===== config.mk =====
export PLATFORM = sky130hd
export DESIGN_NAME = tx_link_fsm
export DESIGN_NICKNAME = d
export VERILOG_FILES = /design/src/rtl/tx_link_fsm.sv
export SDC_FILE = /design/constraint.sdc
export NUM_CORES = 1
export LEC_CHECK = 0
export ABC_AREA = 0
export BUFFER_PORTS_ARGS = -buffer_cell sky130_fd_sc_hd__clkbuf_2
export CAP_MARGIN = 5
export CORE_ASPECT_RATIO = 1.75
export CORE_MARGIN = 5
export CORE_UTILIZATION = 30
export CTS_BUF_LIST = sky130_fd_sc_hd__clkbuf_16
export DETAILED_ROUTE_END_ITERATION = 7
export GPL_TIMING_DRIVEN = 0
export RECOVER_POWER = 25
export SLEW_MARGIN = 15
export SYNTH_ARGS = -nofsm -noshare
export SYNTH_HDL_FRONTEND = slang
export SYNTH_SLANG_ARGS = --single-unit

===== constraint.sdc =====
create_clock -name CLK -period 2.2 [get_ports CLK]
set_input_delay 0.44 -clock CLK [delete_from_list [all_inputs] [get_ports CLK]]
set_output_delay 0.44 -clock CLK [all_outputs]
set_load 0.02 [all_outputs]

===== src/rtl/tx_link_fsm.sv =====
// tx_link_fsm: JESD204B TX link-layer sequencer, CGS -> ILAS -> DATA.
// Define TX_LINK_ILAS_EN to build the ILAS phase; otherwise CGS goes straight to DATA.
module tx_link_fsm #(
   parameter int ILAS_MF    = 4,
   parameter int RESYNC_CYC = 16
) (
   input  logic       CLK,
   input  logic       RST_n,
   input  logic       EN,
   input  logic       SYNC_n,
   input  logic       LMFC_SYNCED,
   input  logic       LMFC_END,
   input  logic       ERR_CLR,
   output logic       LOAD_SETUP,
   output logic [2:0] STATE,
   output logic       CGS_ACT,
   output logic       ILAS_ACT,
   output logic [2:0] ILAS_IDX,
   output logic       ILAS_CFG,
   output logic       LINK_UP,
   output logic [7:0] ERR_CNT
);

   typedef enum logic [2:0] {
      IDLE      = 3'd0,
      WAIT_LMFC = 3'd1,
      CGS       = 3'd2,
      ILAS      = 3'd3,
      DATA      = 3'd4
   } state_t;

   localparam logic [7:0] RESYNC_TH = 8'(RESYNC_CYC);

   logic       sync_m_q;
   logic       sync_s_q;
   state_t     state_q,  state_d;
   logic [7:0] run_q,    run_d;
   logic [7:0] err_q,    err_d;
   logic       load_q,   load_d;
   logic       cgs_q,    cgs_d;
   logic       up_q,     up_d;
   logic [7:0] run_inc;
   logic       run_on;
   logic       low_end;
   logic       resync;

`ifdef TX_LINK_ILAS_EN
   localparam logic [2:0] ILAS_LAST = 3'(ILAS_MF - 1);

   logic       ilas_q,     ilas_d;
   logic [2:0] ilas_idx_q, ilas_idx_d;
   logic       cfg_q,      cfg_d;
`else
   logic unused_ilas_mf;
   assign unused_ilas_mf = (ILAS_MF != 0);
`endif

   // Next-state, low-run tracking, error count and registered output values
   always_comb begin
      state_d = state_q;
      run_d   = 8'd0;
      err_d   = err_q;
      low_end = 1'b0;
      resync  = 1'b0;
      run_inc = (run_q == 8'hFF) ? run_q : run_q + 8'd1;
`ifdef TX_LINK_ILAS_EN
      ilas_idx_d = ilas_idx_q;
      run_on     = (state_q == ILAS) || (state_q == DATA);
`else
      run_on     = (state_q == DATA);
`endif

      if (run_on) begin
         if (!sync_s_q) begin
            if (run_inc == RESYNC_TH) begin
               resync = 1'b1;
            end else begin
               run_d = run_inc;
            end
         end else begin
            low_end = (state_q == DATA) && (run_q != 8'd0);
         end
      end

      unique case (state_q)
         IDLE: begin
            if (EN) state_d = WAIT_LMFC;
         end
         WAIT_LMFC: begin
            if (LMFC_SYNCED) state_d = CGS;
         end
         CGS: begin
            if (LMFC_END && sync_s_q) begin
`ifdef TX_LINK_ILAS_EN
               state_d = ILAS;
`else
               state_d = DATA;
`endif
            end
         end
`ifdef TX_LINK_ILAS_EN
         ILAS: begin
            if (resync) begin
               state_d = CGS;
            end else if (LMFC_END) begin
               if (ilas_idx_q == ILAS_LAST) begin
                  state_d = DATA;
               end else begin
                  ilas_idx_d = ilas_idx_q + 3'd1;
               end
            end
         end
`endif
         DATA: begin
            if (resync) state_d = CGS;
         end
         default: state_d = IDLE;
      endcase

      if (!EN) begin
         state_d = IDLE;
         run_d   = 8'd0;
      end

`ifdef TX_LINK_ILAS_EN
      if (state_d != ILAS) ilas_idx_d = 3'd0;
      ilas_d = (state_d == ILAS);
      cfg_d  = (state_d == ILAS) && (ilas_idx_d == 3'd1);
`endif

      if (low_end && (err_q != 8'hFF)) err_d = err_q + 8'd1;
      if (ERR_CLR) err_d = 8'd0;

      load_d = (state_q == IDLE) && (state_d == WAIT_LMFC);
      cgs_d  = (state_d == CGS);
      up_d   = (state_d == DATA);
   end

   // SYNC~ synchronizer, FSM state and all registered outputs
   always_ff @(posedge CLK or negedge RST_n) begin
      if (!RST_n) begin
         sync_m_q   <= 1'b0;
         sync_s_q   <= 1'b0;
         state_q    <= IDLE;
         run_q      <= 8'd0;
         err_q      <= 8'd0;
         load_q     <= 1'b0;
         cgs_q      <= 1'b0;
         up_q       <= 1'b0;
`ifdef TX_LINK_ILAS_EN
         ilas_q     <= 1'b0;
         ilas_idx_q <= 3'd0;
         cfg_q      <= 1'b0;
`endif
      end else begin
         sync_m_q   <= SYNC_n;
         sync_s_q   <= sync_m_q;
         state_q    <= state_d;
         run_q      <= run_d;
         err_q      <= err_d;
         load_q     <= load_d;
         cgs_q      <= cgs_d;
         up_q       <= up_d;
`ifdef TX_LINK_ILAS_EN
         ilas_q     <= ilas_d;
         ilas_idx_q <= ilas_idx_d;
         cfg_q      <= cfg_d;
`endif
      end
   end

   assign LOAD_SETUP = load_q;
   assign STATE      = state_q;
   assign CGS_ACT    = cgs_q;
   assign LINK_UP    = up_q;
   assign ERR_CNT    = err_q;
`ifdef TX_LINK_ILAS_EN
   assign ILAS_ACT   = ilas_q;
   assign ILAS_IDX   = ilas_idx_q;
   assign ILAS_CFG   = cfg_q;
`else
   assign ILAS_ACT   = 1'b0;
   assign ILAS_IDX   = 3'd0;
   assign ILAS_CFG   = 1'b0;
`endif

endmodule

After elaboration in Yosys (flattened, before gate mapping). Index checks and enable logic that the tools add are counted. Widths: inputs -> output; s select.

$add $sub $neg: 2. Equality and inequality tests: 9. $lt $le $gt $ge: 0. Reduce and logical (&&, ||, !) cells: 7. Multiplexer cells: 17. Bitwise logic cells: 0. Divide/modulo/power cells: 0. Shifts and indexed selects: 0. Multipliers: 0.

Operators by type and width (number): $mux 8 (7); $add 8x1->8 const B (2); $mux 3 (4); $pmux 3 s4 (1); $eq 8x5->1 const B (1); $eq 8x8->1 const B (1); $ne 8x8->1 const B (1); $reduce_bool 8->1 (1); $eq 3x1->1 const B (2); $eq 3x2->1 const B (2); $eq 3x3->1 const B (2); $mux 1 (5); $logic_and 1x1->1 (4); $logic_not 3->1 (1); $reduce_bool 2->1 (1).

Memories kept: 0. Bits in writable memories: 0. Latch bits: 0. Bits in read-only memories: 0. Register bits: 24.

Longest topological paths before layout. Gate-level depths: netlist of the first run.

Depth after elaboration: 11. Gate-level depth with buffers: 7.

Worst setup path before layout of the first run. No wires, ideal clock.

Path kind: register to register. Start point: register err_q[0] (netlist: ERR_CNT[0]). End point: register err_q[2] (netlist: ERR_CNT[2]). Data required time: 2.124 ns. Arrival: 1.841 ns. Path buffers: 1. Slack: 0.283 ns. Stages on the path, launching flop included: 7. Path through: dfrtp_1 ha_1 and2_0 and4_4 buf_6 or4_1 a21oi_2.

Word-level cells in the longest chain between the ends: 3. Elaborated cells between the ends (all ways): 6.

Ends and longest elaborated chain: from (decl) (RTL line 38) `logic [7:0] err_q, err_d;`; from (signal assigned) (RTL line 160) `err_q <= err_d;`; $add 8x1->8 / $ne 8x8->1 (equally long branches) (RTL line 131) `if (low_end && (err_q != 8'hFF)) err_d = err_q + 8'd1;`; $mux 8 / $logic_and 1x1->1 (equally long branches) (RTL line 131); $mux 8 / $reduce_bool 2->1 (equally long branches).

Parallel ways exist; a longest one is shown, timed or not. The select of a mux whose other input is x is not followed. A chain may end at the register's enable or synchronous reset.

Worst setup path after layout of the first run. Ends and elaborated chain as after synthesis.

==> results.sh, run 1 <==
export IMPL_powerDensity_mw_per_mm2=533.0
export IMPL_initial_core_util_pct=30.75
export IMPL_ir_worst_vdd_mv=0.3028
export IMPL_seq_area_um2=600.6
export IMPL_grt_first_pass_wirelength_um=5361
export IMPL_dp_cells=220
export IMPL_cp_arrival_ns=2.16
export IMPL_grt_setup_unrepaired="no"
export IMPL_fmax_mhz=506.0
export IMPL_dpl_hpwl_um=2366
export IMPL_nFillCells=500
export IMPL_setup_tns_ns=0
export IMPL_hold_viol_final=0
export IMPL_die_h_um=101.9
export IMPL_rrSetupSlack_ns=0.22
export IMPL_gp_congestion=0.7819
export IMPL_drc=0
export IMPL_wl_um=3146
export IMPL_start_kind="flop"
export IMPL_cts_repair_resized=0
export IMPL_drive_gt1_share_pct=30.41
export IMPL_synthToLayoutAreaGrowth_pct=17.20
export IMPL_grt_pass1_vias=1168
export IMPL_ys_warn_count=0
export IMPL_multi_input_area_um2=763.2
export IMPL_clkTransAtPathRegs_ns=0.06
export IMPL_critPathKind="flop to flop"
export IMPL_stdcell_count=223
export IMPL_numCtsBuffers=3
export IMPL_p_int_w=0.0007099
export IMPL_io_pins=26
export IMPL_antenna_left=0
export IMPL_critPathRequiredTime_ns=2.38
export IMPL_grt_max_degree=25
export IMPL_clkLatencyLatePin_ns=0.25
export IMPL_drt_vias_per_instance=5.457
export IMPL_cp_max_fo=10
export IMPL_fp_dieArea_mm2=0.006369
export IMPL_ys_ff_latch=24
export IMPL_first_pass_iters=4
export IMPL_synthDistinctLibCells=47
export IMPL_place_area_mm2=0.001623
export IMPL_cap_violations=0
export IMPL_finalCriticalPeriod_ns=1.976
export IMPL_cts_setup_buffers=0
export IMPL_die_x_um=62.51
export IMPL_core_area_mm2=0.004707
export IMPL_hold_path_class="input port to flop"
export IMPL_wl_per_cell_um=14.11
export IMPL_drv_slew=0
export IMPL_antenna_found_initial=0
export IMPL_final_setup_skew_ns=0.001874
export IMPL_setup_violations=0
export IMPL_pwr_share_comb_pct=6.5
export IMPL_nNetsFinal=183
export IMPL_avgSynthCellArea_um2=9.984
export IMPL_tightest_slew_ns=1.342
export IMPL_clk_path_buf_depth=2
export IMPL_numPortBuffers=19
export IMPL_htreeDepth=1
export IMPL_grt_usage_pct=10.28
export IMPL_final_area_mm2=0.001697
export IMPL_pwr_share_seq_pct=50.7
export IMPL_run_status="complete, no violations"
export IMPL_seq_area_frac_synth_pct=41.49
export IMPL_netlist_area_mm2=0.001448
export IMPL_power_leakage_nw=0.6953
export IMPL_cts_sinks=24
export IMPL_num_rows=33
export IMPL_clock_power_share_pct=42.8
export IMPL_first_iter_violations=54
export IMPL_synth_cells=145
export IMPL_setup_worst_path_end_class="flop"
export IMPL_cts_hold_buf=0
export IMPL_switching_share_pct=21.49
export IMPL_diodes=0
export IMPL_slew_headroom_pct=10.53
export IMPL_p_switching_w=0.0001943
export IMPL_cts_root_buf="clkbuf_16"
export IMPL_vias=1217
export IMPL_cts_tree="built"
export IMPL_overflow=0
export IMPL_min_period_over_period_pct=89.82
export IMPL_final_util_pct=36.04
-- cell type report --
class                           instances  area share (%)
Multi-Input combinational cell        109           44.99
Buffer                                 12           4.941
Tap cell                               52           3.835
Inverter                                4          0.8850
Clock buffer                            3           4.425
Sequential cell                        24           35.40
Timing Repair Buffer                   19           5.531
-- per-stage QoR --
step,hold slack [ns],total power (W),worst slack (ns)
2_1_floorplan,0.1444,0.0005016,0.2832
3_3_place_gp,0.3356,0.0005270,0.2451
6_report,0.2974,0.0009043,0.2239
4_1_cts,0.2325,0.0009182,0.2115
5_1_grt,0.2924,0.0009456,0.1555
3_5_place_dp,0.3378,0.0005275,0.2252
-- path summary, 6_finish.rpt --
check                                            start  cells past startpoint                     end
worst max register to register  ERR_CNT[0]$_DFFE_PN0P_                      6  ERR_CNT[2]$_DFFE_PN0P_
max in group asynchronous                        RST_n                      1    LOAD_SETUP$_DFF_PN0_
worst max-delay path            ERR_CNT[0]$_DFFE_PN0P_                      6  ERR_CNT[2]$_DFFE_PN0P_
worst min register to register      sync_m_q$_DFF_PN0_                      0      sync_s_q$_DFF_PN0_
worst min-delay path                            SYNC_n                      1      sync_m_q$_DFF_PN0_
min in group asynchronous                        RST_n                      1      sync_s_q$_DFF_PN0_
-- synthesized netlist by cell type, drive strengths merged --
cell | instances | share of area (%)
o211ai | 3 | 2.5
nand2b | 1 | 0.43
a31o | 2 | 1.2
o41ai | 1 | 1.1
dfrtp | 24 | 41
inv | 4 | 1.0
nor2 | 8 | 2.1
nor4b | 2 | 1.2
o31ai | 5 | 2.6
nand3 | 9 | 3.1
conb | 1 | 0.26
clkbuf | 1 | 0.35
a311oi | 1 | 0.61
and3 | 5 | 2.7
or3b | 1 | 0.61
a211oi | 2 | 1.0
or3 | 2 | 1.2
a41oi | 2 | 1.2
o21ai | 4 | 1.6
and4 | 1 | 0.78
buf | 11 | 5.4
xnor2 | 1 | 0.61
nand3b | 3 | 1.6
a21oi | 12 | 6.2
or4b | 1 | 0.95
mux2i | 3 | 2.1
nand2 | 7 | 1.8
and2 | 2 | 0.86
o2111a | 1 | 0.78
nor3 | 10 | 3.5
nor3b | 2 | 1.4
a31oi | 3 | 1.3
ha | 3 | 2.6
or4 | 6 | 3.1
o32a | 1 | 0.69
-- registers in the layout (all words and copies together) (netlist names) --
name	count
CGS_ACT	1
LOAD_SETUP	1
STATE	3
LINK_UP	1
ERR_CNT	8
sync_m_q	1
run_q	8
sync_s_q	1
-- per-layer routing --
metal  part of all wire, %  global-route usage, %
met4                   1.7                  5.065
met2                    58                  19.41
met3                   2.6                  1.650
met1                    38                  10.92
met5                     0                      0
-- power groups by stage --
stage               Sequential [W]  Combinational, W  Clock [W]
finish                    0.000459         0.0000584   0.000387
global route              0.000460         0.0000664   0.000419
CTS                       0.000459         0.0000605   0.000399
detailed placement        0.000467         0.0000605          0
global placement          0.000467         0.0000600          0
floorplan                 0.000473         0.0000286          0
-- cell families (layout without fill, tap and decap cells) --
family          count (synthesis)  after routing  share of synthesized area (%)
xor+xnor                        1              1                         0.6051
mux                             3              3                          2.074
buf+inv                        16             38                          6.827
fa+ha+maj                       3              3                          2.593
flops                          24             24                          41.49
other cells                     1              5                         0.2590
simple gates                   60             60                          25.24
compound gates                 37             37                          20.92
-- worst max-delay path, stage by stage, from the launching register on --
cell	delay, ns
dfrtp_1	0.45
ha_1	0.31
and2_0	0.16
and4_4	0.21
buf_6	0.14
or4_1	0.49
a21oi_2	0.15
-- cell usage in the layout, fill, tap and decap left out, types with 3 or more instances in the layout --
master,synthesis,final
dfrtp_1,24,24
clkbuf_2,1,19
nor3_1,10,10
nand3_1,9,9
nor2_1,8,8
a21oi_2,8,8
nand2_1,7,7
or4_1,6,6
o31ai_1,5,5
buf_4,5,5
conb_1,1,5
a21oi_1,4,4
inv_1,4,4
buf_2,3,3
a31oi_1,3,3
nand3b_1,3,3
mux2i_1,3,3
ha_1,3,3
clkbuf_16,0,3
Note: power is estimated with default switching activity, not from simulation.
==> inputs of run 2 (changes only) <==
- CELL_PAD_IN_SITES_DETAIL_PLACEMENT: default -> 0
- CELL_PAD_IN_SITES_GLOBAL_PLACEMENT: default -> 1
- PLACE_DENSITY_LB_ADDON: default -> 0.1
==> results.sh, run 2 (synthesis results as in run 1) <==
export IMPL_cts_setup_buffers=0
export IMPL_hold_path_class="input port to flop"
export IMPL_final_util_pct=36.12
export IMPL_max_stage_delay_ns=0.49
export IMPL_cts_sinks=24
export IMPL_fp_dieArea_mm2=0.006369
export IMPL_crit_family="simple AND/OR/NAND/NOR gates"
export IMPL_first_pass_iters=4
export IMPL_gp_congestion=0.7593
export IMPL_clkTransAtPathRegs_ns=0.06
export IMPL_run_status="complete, no violations"
export IMPL_io_pins=26
export IMPL_critPathRequiredTime_ns=2.38
export IMPL_hold_viol_final=0
export IMPL_first_iter_violations=45
export IMPL_clk_path_buf_depth=2
export IMPL_drv_slew=0
export IMPL_final_area_mm2=0.001700
export IMPL_critPathKind="flop to flop"
export IMPL_reg2regPathDepth=6
export IMPL_path_buf_inv=1
export IMPL_antenna_left=0
export IMPL_start_kind="flop"
export IMPL_fmax_mhz=503.7
export IMPL_diodes=0
export IMPL_tightest_slew_ns=1.362
export IMPL_place_area_mm2=0.001623
export IMPL_crit_slowest_cell="or4_1"
export IMPL_numPortBuffers=19
export IMPL_grt_setup_unrepaired="no"
export IMPL_cp_arrival_ns=2.17
export IMPL_setup_tns_ns=0
export IMPL_die_h_um=101.9
export IMPL_cp_max_fo=10
export IMPL_hold_ws_ns=0.2864
export IMPL_powerDensity_mw_per_mm2=537.5
export IMPL_clkLatencyLatePin_ns=0.25
export IMPL_worst_path_stages=6
export IMPL_crit_chain="ha_1 > and2_0 > and4_4 > buf_6 > or4_1 > a21oi_2"
export IMPL_cts_tree="built"
export IMPL_vias=1187
export IMPL_grt_pass1_vias=1299
export IMPL_grt_usage_pct=11.63
export IMPL_setup_violations=0
export IMPL_antenna_found_initial=0
export IMPL_dpl_hpwl_um=2665
export IMPL_power_leakage_nw=0.6968
export IMPL_cts_hold_buf=0
export IMPL_drive_gt1_share_pct=30.23
export IMPL_slew_headroom_pct=9.203
export IMPL_wl_um=3557
export IMPL_wl_per_cell_um=15.88
export IMPL_final_setup_skew_ns=0.002788
export IMPL_mostFrequentLayoutCell="dfrtp_1"
export IMPL_min_path_cells=1
export IMPL_num_rows=33
export IMPL_ir_worst_vdd_mv=0.2912
export IMPL_nNetsFinal=183
export IMPL_numCtsBuffers=3
export IMPL_core_area_mm2=0.004707
export IMPL_grt_first_pass_wirelength_um=6134
export IMPL_initial_core_util_pct=30.75
export IMPL_htreeDepth=1
export IMPL_grt_max_degree=25
export IMPL_overflow=0
export IMPL_die_x_um=62.51
export IMPL_finalCriticalPeriod_ns=1.985
export IMPL_layout_common_cells="24 x dfrtp_1, 19 x clkbuf_2, 10 x nor3_1, 9 x nand3_1"
export IMPL_drt_vias_per_instance=5.299
export IMPL_drc=0
export IMPL_synthToLayoutAreaGrowth_pct=17.46
export IMPL_cts_repair_resized=0
export IMPL_cap_violations=0
export IMPL_cts_root_buf="clkbuf_16"
export IMPL_min_period_over_period_pct=90.24
export IMPL_setup_worst_path_end_class="flop"
==> run 2: final cells by class <==
class | count | area (µm²)
fill | 496 | 3007
multi-input combinational | 109 | 763.2
sequential | 24 | 600.6
timing repair buffer | 19 | 93.84
inverter | 4 | 15.01
clock inverter | 1 | 3.754
clock buffer | 3 | 75.07
buffer | 12 | 83.83
tap | 52 | 65.06
==> run 2: through the flow <==
stage	total power (W)	worst slack (ns)	cells
2_1_floorplan	0.0005016	0.2832	149
3_3_place_gp	0.0005267	0.2475	220
3_5_place_dp	0.0005274	0.2170	220
4_1_cts	0.0009304	0.2090	224
5_1_grt	0.0009519	0.08375	224
6_report	0.0009140	0.2146	224
==> run 2: routing by layer <==
layer  wire (µm)  track usage [%]  up-vias
li1            -                -      589
met1        1425            12.74      584
met2        2007            22.60       12
met3          94            1.540        2
met4          29            3.922        0
met5           0                0        -
==> run 2: worst register-to-register path: cells and delay by family, from the launching register on <==
family | cells | cell delay [ns]
flip-flops | 1 | 0.45
AO/OA/AOI/OAI | 1 | 0.14
adder cells (fa/ha/maj) | 1 | 0.32
AND/OR/NAND/NOR | 3 | 0.87
buffers and inverters | 1 | 0.14
==> run 2: worst paths after layout <==
path / slack [ns] / startpoint / to
max reg2reg: 0.21 / ERR_CNT[0]$_DFFE_PN0P_ / ERR_CNT[2]$_DFFE_PN0P_
min in group asynchronous: 0.48 / RST_n / LOAD_SETUP$_DFF_PN0_
max: 0.21 / ERR_CNT[0]$_DFFE_PN0P_ / ERR_CNT[2]$_DFFE_PN0P_
min reg2reg: 0.36 / sync_m_q$_DFF_PN0_ / sync_s_q$_DFF_PN0_
min: 0.29 / SYNC_n / sync_m_q$_DFF_PN0_
max in group asynchronous: 0.92 / RST_n / ERR_CNT[7]$_DFFE_PN0P_
==> run 2: power by group <==
group          leakage [nW]  internal [W]  switching, W
Combinational         0.331     0.0000205     0.0000394
Sequential            0.327      0.000449    0.00000924
Clock                0.0385      0.000243      0.000153
Total                 0.697      0.000713      0.000201
==> inputs of run 3 (changes only) <==
- RECOVER_POWER: 25 -> 100
==> results.sh, run 3 (synthesis results as in run 1) <==
export IMPL_run_status="complete, no violations"
export IMPL_drc=0
export IMPL_crit_slowest_cell="or4b_1"
export IMPL_overflow=0
export IMPL_numPortBuffers=19
export IMPL_grt_max_degree=25
export IMPL_min_period_over_period_pct=90.90
export IMPL_diodes=0
export IMPL_htreeDepth=1
export IMPL_start_kind="flop"
export IMPL_nNetsFinal=183
export IMPL_critPathKind="flop to flop"
export IMPL_clkTransAtPathRegs_ns=0.06
export IMPL_setup_violations=0
export IMPL_cp_arrival_ns=2.11
export IMPL_die_h_um=101.9
export IMPL_hold_path_class="input port to flop"
export IMPL_first_pass_iters=4
export IMPL_vias=1198
export IMPL_gp_congestion=0.7593
export IMPL_cap_violations=0
export IMPL_cts_repair_resized=0
export IMPL_dpl_hpwl_um=2665
export IMPL_slew_headroom_pct=7.434
export IMPL_max_stage_delay_ns=0.45
export IMPL_setup_worst_path_end_class="flop"
export IMPL_power_leakage_nw=0.6552
export IMPL_io_pins=26
export IMPL_clkLatencyLatePin_ns=0.25
export IMPL_cts_root_buf="clkbuf_16"
export IMPL_antenna_left=0
export IMPL_cts_sinks=24
export IMPL_top_usage_layer="met2"
export IMPL_cts_tree="built"
export IMPL_tightest_slew_ns=1.388
export IMPL_grt_setup_unrepaired="no"
export IMPL_finalCriticalPeriod_ns=2.000
export IMPL_drive_gt1_share_pct=20.35
export IMPL_numCtsBuffers=3
export IMPL_drt_vias_per_instance=5.348
export IMPL_met1_usage_pct=12.74
export IMPL_mostFrequentLayoutCell="dfrtp_1"
export IMPL_pre_cts_ws_ns=0.2170
export IMPL_critPathRequiredTime_ns=2.31
export IMPL_cp_max_fo=10
export IMPL_crit_family="simple AND/OR/NAND/NOR gates"
export IMPL_num_rows=33
export IMPL_final_setup_skew_ns=0.002709
export IMPL_path_buf_inv=2
export IMPL_crit_chain="inv_1 > ha_1 > or4b_1 > o211ai_2 > buf_6 > or3b_1 > a21oi_1"
export IMPL_hold_viol_final=0
export IMPL_wl_per_cell_um=15.97
export IMPL_die_x_um=62.51
export IMPL_antenna_found_initial=0
export IMPL_first_iter_violations=57
export IMPL_grt_usage_pct=11.63
export IMPL_cts_setup_buffers=0
export IMPL_ir_worst_vdd_mv=0.2909
export IMPL_fmax_mhz=500.0
export IMPL_fp_dieArea_mm2=0.006369
export IMPL_cts_hold_buf=0
export IMPL_power_w=0.0009117
export IMPL_grt_first_pass_wirelength_um=6134
export IMPL_grt_use_met3_pct=1.540
export IMPL_powerDensity_mw_per_mm2=548.3
export IMPL_synthToLayoutAreaGrowth_pct=14.87
export IMPL_core_area_mm2=0.004707
export IMPL_clk_path_buf_depth=2
export IMPL_setup_tns_ns=0
export IMPL_wl_um=3577
export IMPL_grt_pass1_vias=1299
export IMPL_drv_slew=0
export IMPL_final_util_pct=35.33
export IMPL_initial_core_util_pct=30.75
export IMPL_grt_use_met2_pct=22.60
export IMPL_nFillCells=509
export IMPL_finalWorstSetupSlack_ns=0.2001
export IMPL_layout_common_cells="24 x dfrtp_1, 15 x clkbuf_1, 10 x nor3_1, 9 x nand3_1, 8 x nor2_1"
==> run 3: cell count changes in the layout (fill, tap and decap cells not counted) <==
cell,previous run,this run
clkbuf_1,1,15
clkbuf_2,19,5
a21oi_1,4,6
a21oi_2,8,6
o211ai_2,0,1
o211ai_4,1,0
or4b_1,0,1
or4b_4,1,0
==> run 3: worst paths after layout <==
check | from | endpoint | cells past startpoint | slack [ns]
worst max register to register | run_q[0]$_DFF_PN0_ | ERR_CNT[1]$_DFFE_PN0P_ | 7 | 0.20
worst max-delay path | run_q[0]$_DFF_PN0_ | ERR_CNT[1]$_DFFE_PN0P_ | 7 | 0.20
min in group asynchronous | RST_n | LOAD_SETUP$_DFF_PN0_ | 1 | 0.49
worst min register to register | sync_m_q$_DFF_PN0_ | sync_s_q$_DFF_PN0_ | 0 | 0.36
worst min-delay path | SYNC_n | sync_m_q$_DFF_PN0_ | 1 | 0.29
max in group asynchronous | RST_n | ERR_CNT[7]$_DFFE_PN0P_ | 1 | 0.89
==> run 3: worst reg2reg max path, cell delays in order (launching register included) <==
cell	delay, ns
dfrtp_1	0.39
inv_1	0.15
ha_1	0.16
or4b_1	0.45
o211ai_2	0.34
buf_6	0.20
or3b_1	0.12
a21oi_1	0.05
==> run 3: metal layers <==
metal / share of wire [%] / up-vias
li1: - / 591
met1: 40 / 593
met2: 56 / 12
met3: 2.6 / 2
met4: 0.81 / 0
met5: 0 / -
==> run 3: report_power, final <==
part / leakage, nW / internal [W] / switching [W]
registers: 0.327 / 0.000449 / 0.00000895
logic: 0.290 / 0.0000189 / 0.0000391
clock network: 0.0385 / 0.000243 / 0.000153
==> run 3: area by class of cell <==
type	instances	area (µm²)	share of cell area (%)
Sequential cell	24	600.6	36.12
Timing Repair Buffer	19	76.32	4.590
Multi-Input combinational cell	109	743.2	44.70
Clock buffer	3	75.07	4.515
Buffer	12	83.83	5.041
Clock inverter	1	3.754	0.2257
Tap cell	52	65.06	3.913
Inverter	4	15.01	0.9029
==> run 3: per-stage QoR <==
| step | instances | cell area (µm²) | hold WS [ns] |
|---|---|---|---|
| 3_3_place_gp | 220 | 1623 | 0.3342 |
| 4_1_cts | 224 | 1702 | 0.2242 |
| 3_5_place_dp | 220 | 1623 | 0.3402 |
| 6_report | 224 | 1663 | 0.2865 |
| 5_1_grt | 224 | 1663 | 0.2800 |
| 2_1_floorplan | 149 | 1463 | 0.1444 |
